File: src/rtl/servo_slew_sequencer.sv
// Servo position sequencer: accepts clamped duty targets, slews one count per tick,
// dwells for settling, and updates the PWM duty only on frame boundaries.
module servo_slew_sequencer #(
    parameter int DUTY_W      = 10,
    parameter int DUTY_MIN    = 28,
    parameter int DUTY_MAX    = 125,
    parameter int DUTY_RESET  = 77,
    parameter int STEP_DIV    = 2_000_000,
    parameter int DWELL_TICKS = 25
) (
    input  logic              clk,
    input  logic              rstp,
    input  logic              cmd_valid,
    output logic              cmd_ready,
    input  logic [DUTY_W-1:0] cmd_duty,
    input  logic              cmd_abort,
    input  logic              frame_start,
    output logic [DUTY_W-1:0] duty_out,
    output logic              busy,
    output logic              clamp_err,
    output logic [1:0]        state_dbg
);

    localparam int CNT_W = (STEP_DIV > 2) ? $clog2(STEP_DIV) : 1;
    localparam int DW_W  = $clog2(DWELL_TICKS) + 1;

    localparam logic [DUTY_W-1:0] MIN_D   = DUTY_W'(DUTY_MIN);
    localparam logic [DUTY_W-1:0] MAX_D   = DUTY_W'(DUTY_MAX);
    localparam logic [DUTY_W-1:0] RESET_D = DUTY_W'(DUTY_RESET);
    localparam logic [CNT_W-1:0]  LAST_CNT   = CNT_W'(STEP_DIV - 1);
    localparam logic [DW_W-1:0]   LAST_DWELL = DW_W'(DWELL_TICKS - 1);

    // state_dbg encoding: 0 = IDLE, 1 = SLEW, 2 = DWELL.
    typedef enum logic [1:0] {
        S_IDLE  = 2'd0,
        S_SLEW  = 2'd1,
        S_DWELL = 2'd2
    } state_t;

    state_t            state, state_next;
    logic [DUTY_W-1:0] pos, pos_next;
    logic [DUTY_W-1:0] target, target_next;
    logic [DW_W-1:0]   dwell_cnt, dwell_next;
    logic [CNT_W-1:0]  tick_cnt;
    logic              tick;
    logic              accept;
    logic              cmd_low, cmd_high;
    logic [DUTY_W-1:0] cmd_clamped;
    logic [DUTY_W-1:0] pos_step;

    // Handshake: cmd_ready is a pure function of state and cmd_abort; a command
    // transfers on a rising clk edge with cmd_valid & cmd_ready, and cmd_duty is
    // sampled only on that edge. cmd_valid may be held across busy periods.
    assign cmd_ready = (state == S_IDLE) & ~cmd_abort;
    assign accept    = cmd_valid & cmd_ready;
    assign busy      = (state != S_IDLE);
    assign state_dbg = state;

    assign cmd_low     = (cmd_duty < MIN_D);
    assign cmd_high    = (cmd_duty > MAX_D);
    assign cmd_clamped = cmd_low ? MIN_D : (cmd_high ? MAX_D : cmd_duty);

    assign tick     = (tick_cnt == LAST_CNT);
    assign pos_step = (target > pos) ? pos + 1'b1 : pos - 1'b1;

    always_comb begin
        state_next  = state;
        pos_next    = pos;
        target_next = target;
        dwell_next  = dwell_cnt;
        case (state)
            S_IDLE: begin
                if (accept) begin
                    target_next = cmd_clamped;
                    dwell_next  = '0;
                    state_next  = (cmd_clamped == pos) ? S_DWELL : S_SLEW;
                end
            end
            S_SLEW: begin
                if (cmd_abort) begin
                    target_next = pos;
                    state_next  = S_IDLE;
                end else if (tick) begin
                    pos_next = pos_step;
                    if (pos_step == target) begin
                        dwell_next = '0;
                        state_next = S_DWELL;
                    end
                end
            end
            S_DWELL: begin
                if (cmd_abort) begin
                    target_next = pos;
                    state_next  = S_IDLE;
                end else if (tick) begin
                    if (dwell_cnt == LAST_DWELL) begin
                        state_next = S_IDLE;
                    end else begin
                        dwell_next = dwell_cnt + 1'b1;
                    end
                end
            end
            default: state_next = S_IDLE;
        endcase
    end

    always_ff @(posedge clk or posedge rstp) begin
        if (rstp) begin
            state     <= S_IDLE;
            pos       <= RESET_D;
            target    <= RESET_D;
            dwell_cnt <= '0;
        end else begin
            state     <= state_next;
            pos       <= pos_next;
            target    <= target_next;
            dwell_cnt <= dwell_next;
        end
    end

    // Tick phase restarts on every accept so the first step lands STEP_DIV cycles later.
    always_ff @(posedge clk or posedge rstp) begin
        if (rstp) begin
            tick_cnt <= '0;
        end else if (accept || tick) begin
            tick_cnt <= '0;
        end else begin
            tick_cnt <= tick_cnt + 1'b1;
        end
    end

    always_ff @(posedge clk or posedge rstp) begin
        if (rstp) begin
            clamp_err <= 1'b0;
        end else begin
            clamp_err <= accept & (cmd_low | cmd_high);
        end
    end

    // Sampling pos (not pos_next) gives the pre-tick value when a tick shares the edge.
    always_ff @(posedge clk or posedge rstp) begin
        if (rstp) begin
            duty_out <= RESET_D;
        end else if (frame_start) begin
            duty_out <= pos;
        end
    end

endmodule
File: config.mk
export PLATFORM = sky130hd
export DESIGN_NAME = servo_slew_sequencer
export DESIGN_NICKNAME = d
export VERILOG_FILES = /design/src/rtl/servo_slew_sequencer.sv
export SDC_FILE = /design/constraint.sdc
export NUM_CORES = 1
export LEC_CHECK = 0
export ABC_AREA = 1
export CAP_MARGIN = 0
export CORE_MARGIN = 5
export CORE_UTILIZATION = 50
export DETAILED_ROUTE_END_ITERATION = 10
export PLACE_DENSITY = 0.72
export SYNTH_ARGS = -nofsm -noshare
export SYNTH_HDL_FRONTEND = slang
export SYNTH_SLANG_ARGS = --single-unit
export TNS_END_PERCENT = 30
File: constraint.sdc
create_clock -name clk -period 3.3 [get_ports clk]
set_input_delay 0.66 -clock clk [delete_from_list [all_inputs] [get_ports clk]]
set_output_delay 0.66 -clock clk [all_outputs]
set_load 0.005 [all_outputs]
==> implementation parameters <==
Parameter                              Value

Power and ir drop
  Highest ir drop seen on vdd    432 µV
  Cell leakage power    0.00262 µW
  Cell area power density    725 nW/µm²

Worst setup path
  Worst EP required    3.58 ns
  Critical path peak fanout    6
  FF-to-FF End    dwell_cnt[0]$_DFFE_PP0P_
  FF-to-FF setup slack    -0.04 ns
  Classification of the worst setup path    reg2reg
  Worst Setup End Kind    flop
  Startpoint types    flop
  Beginning of the worst register-to-register path    pos[3]$_DFFE_PP1P_
  R2R depth    20
  Critical path arrival    3.62 ns

Timing
  Shortest clock period the worst path allows after layout    3.34 ns
  Pin slew with the least headroom to its limit    0.803 ns
  Post-Route Skew    0.0108 ns
  Final Setup Violations    8
  Number of max-slew violations in the final report    0
  Total count of hold-check failures in the final report    0
  Max_slew headroom    0.463
  Fin worst setup slack    -0.0431 ns
  Setup repair after global routing missed its margin    true
  Achievable clock frequency    299 MHz
  Share of the cycle needed by the critical path after routing    1.01

Min path
  Hold Crit Class    reg2reg
  Hold path endpoint    tick_cnt[0]$_DFF_PP0_
  Worst hold path startpoint    tick_cnt[0]$_DFF_PP0_
  Depth of the worst hold-timing path    1

Synthesis
  Mux cell area share after synthesis    0
  Yosys warns    0
  Number of distinct standard cells referenced by the synthesized netlist    42
  Synthesized instance count    574
  Number of enable flip-flop cells after synthesis    0
  Synth Area in Adders    0.0812
  Count of state elements after synthesis    60
  Async S/R FF share, synth    1.00
  Largest family of logic cells by synthesized area    simple AND/OR/NAND/NOR gates
  Number of nets produced by synthesis    616
  Primary flip-flop cell chosen by synthesis mapping    sky130_fd_sc_hd__dfrtp_1
  Compound-cell area share of the yosys netlist    0.0944
  Simple logic cell fraction of the synthesized area    0.350
  Part of the Yosys area used for sequential elements    0.356
  Synthesized-area fraction occupied by xor and xnor cells    0.0329
  Post-Synthesis Cell Area    4260 µm²
  Post-synthesis average cell area    7.41 µm²

Global route
  Overflow left after global routing    0
  Vias in the first global route    3972
  Pin count of the biggest net entering global routing    61
  Antenna violations before repair    0
  Overall fraction of global-route tracks in use    0.219
  Wire length of the first global-routing pass    18300 µm

Run
  Max-capacitance violation count    0

Drt
  Mean routed wirelength per cell    14.7 µm
  Routed vias/inst    5.48
  Overall via count from detail_route    4195
  Pre-Repair DR Iteration Count    5
  Routed Antenna Nets    0
  Total Wirelength    11300 µm
  DRC violations left    0
  Number of DRC markers in iteration 0    247

Clock tree
  H-tree depth    3
  Buffer cell driving the clock tree root    sky130_fd_sc_hd__clkbuf_8
  CTS tree    done
  Clock insertion delay at the later pin of the skew report    0.34 ns
  Inserted Clock Buffers    9
  Maximum clock insertion buffer count    2
  Clock-pin slew on the worst setup and hold paths    0.07 ns
  Clk sink count    60

Floorplan
  Die Span Y    102 µm
  Starting utilization of the core area    0.515
  Die Wd    102 µm
  Num ports    30
  Core footprint    8260 µm²
  Number of core rows    33
  Total die area    10500 µm²

Cells and area
  Design Area, Final    5510 µm²
  Area growth from synthesis to layout    29.6%
  Fraction of layout instances using a drive strength above 1    0.254
  Finished Core Util    0.668
  Antenna cells    0
  Nets    698

Status
  Violations in the final reports    setup timing
  Outcome    finished, violations left

Place
  Routability-driven placement congestion ratio    0.875
  Post-detail-place hpwl    7670 µm
  Cell area after placement    4830 µm²
  Total of buffers placed on input and output ports    29
-- layout by cell type (no fill, tap or decap), drive strengths merged --
cell type	instances
nor4	2
nand3b	3
dfrtp	48
nor3	13
dfstp	12
ha	26
a21oi	36
o31ai	1
clkdlybuf4s50	29
bufinv	2
o211ai	1
inv	87
nand2	131
buf	49
a22oi	2
nand4	11
o21bai	1
xor2	10
and3	2
nand3	71
clkinv	3
nor3b	10
o21ai	26
fa	1
xnor2	3
a211oi	3
clkbuf	12
nor2	66
-- flip-flops by register name, summed over array words and instances, names as in the netlist --
register	cells
tick_cnt	21
dwell_cnt	6
state_dbg	2
clamp_err	1
duty_out	10
target	10
pos	10
-- per-stage QoR --
step	hold WS [ns]	cells	power (µW)	setup WS, ns	setup TNS (ns)
after global routing	0.483	766	4280	-0.185	-1.41
after global placement	0.449	726	2780	0.00466	0
final	0.459	766	4000	-0.0431	-0.245
after CTS	0.461	761	3750	-0.00655	-0.0133
after detailed placement	0.453	726	2810	-0.0806	-0.497
after floorplan	0.433	574	2310	0.0702	0
-- power by group --
group          switching (µW)  internal [µW]
registers                 101            884
clock network             289            447
logic                    1370            914
total                    1760           2240
-- cells by family (layout without fill, tap and decap cells) --
family	count (synthesis)	in the layout
buffers and inverters	95	182
XOR/XNOR	13	13
AND/OR/NAND/NOR	309	309
flip-flops	60	60
adder cells (fa/ha/maj)	27	27
AO/OA/AOI/OAI	70	70
-- synth_stat cells (7+ instances only) --
cell	count	area [µm²]
sky130_fd_sc_hd__nand2_1	120	450
sky130_fd_sc_hd__inv_1	78	293
sky130_fd_sc_hd__nand3_1	67	335
sky130_fd_sc_hd__nor2_1	56	210
sky130_fd_sc_hd__dfrtp_1	48	1200
sky130_fd_sc_hd__a21oi_1	35	175
sky130_fd_sc_hd__ha_1	26	325
sky130_fd_sc_hd__o21ai_0	25	125
sky130_fd_sc_hd__dfstp_2	12	315
sky130_fd_sc_hd__nand2_2	10	62.6
sky130_fd_sc_hd__inv_2	9	33.8
sky130_fd_sc_hd__nor2_2	9	56.3
sky130_fd_sc_hd__nor3_1	9	45.0
sky130_fd_sc_hd__nand4_1	8	50.1
sky130_fd_sc_hd__xor2_1	8	70.1
sky130_fd_sc_hd__nor3b_1	7	52.6
-- metal layers --
metal | global-route usage | vias up | wire length (µm)
li1 | - | 2038 | -
met1 | 0.281 | 1959 | 4970
met2 | 0.360 | 161 | 5310
met3 | 0.0464 | 37 | 619
met4 | 0.0898 | 0 | 366
met5 | 0 | - | 0
-- critical path, stage by stage, from the launching register on --
cell and delay [ns]:
sky130_fd_sc_hd__dfstp_2 0.54, sky130_fd_sc_hd__inv_2 0.06, sky130_fd_sc_hd__ha_4 0.29, sky130_fd_sc_hd__nand2_4 0.05, sky130_fd_sc_hd__nor2_4 0.08, sky130_fd_sc_hd__nand4_1 0.19, sky130_fd_sc_hd__nand2_4 0.16, sky130_fd_sc_hd__inv_2 0.05
sky130_fd_sc_hd__fa_1 0.52, sky130_fd_sc_hd__nor2_1 0.06, sky130_fd_sc_hd__nor3b_2 0.15, sky130_fd_sc_hd__o21ai_1 0.08, sky130_fd_sc_hd__a21oi_1 0.18, sky130_fd_sc_hd__nand2_1 0.10, sky130_fd_sc_hd__nor2_2 0.12, sky130_fd_sc_hd__inv_1 0.06
sky130_fd_sc_hd__nor2_2 0.14, sky130_fd_sc_hd__nand4_2 0.15, sky130_fd_sc_hd__nand2_4 0.14, sky130_fd_sc_hd__nand3_1 0.08, sky130_fd_sc_hd__nand2_1 0.08
-- cell type report --
cell class                 count  area (µm²)
fill                         642        2740
timing repair buffer          78         666
inverter                      88         330
clock inverter                 4        73.8
multi-input combinational    419        2650
tap                          105         131
sequential                    60        1520
clock buffer                  12         145
-- worst max-delay path by stage --
stage,from,endpoint,slack (ns),cells after the start
final,pos[3]$_DFFE_PP1P_,dwell_cnt[0]$_DFFE_PP0P_,-0.04,20
after global routing,pos[3]$_DFFE_PP1P_,dwell_cnt[2]$_DFFE_PP0P_,-0.19,26
after CTS,pos[3]$_DFFE_PP1P_,dwell_cnt[3]$_DFFE_PP0P_,-0.007,23
after detailed placement,pos[3]$_DFFE_PP1P_,dwell_cnt[2]$_DFFE_PP0P_,-0.08,23
after global placement,pos[3]$_DFFE_PP1P_,dwell_cnt[2]$_DFFE_PP0P_,0.005,22
after floorplan,pos[3]$_DFFE_PP1P_,dwell_cnt[0]$_DFFE_PP0P_,0.07,22
-- what timing repair did --
item,CTS,global route
resized for setup,26,27
hold buffers,0,0
pin swaps,22,23
buffers inserted,19,5
endpoints found under the setup margin,8,8
(Power assumes the default switching activity.)
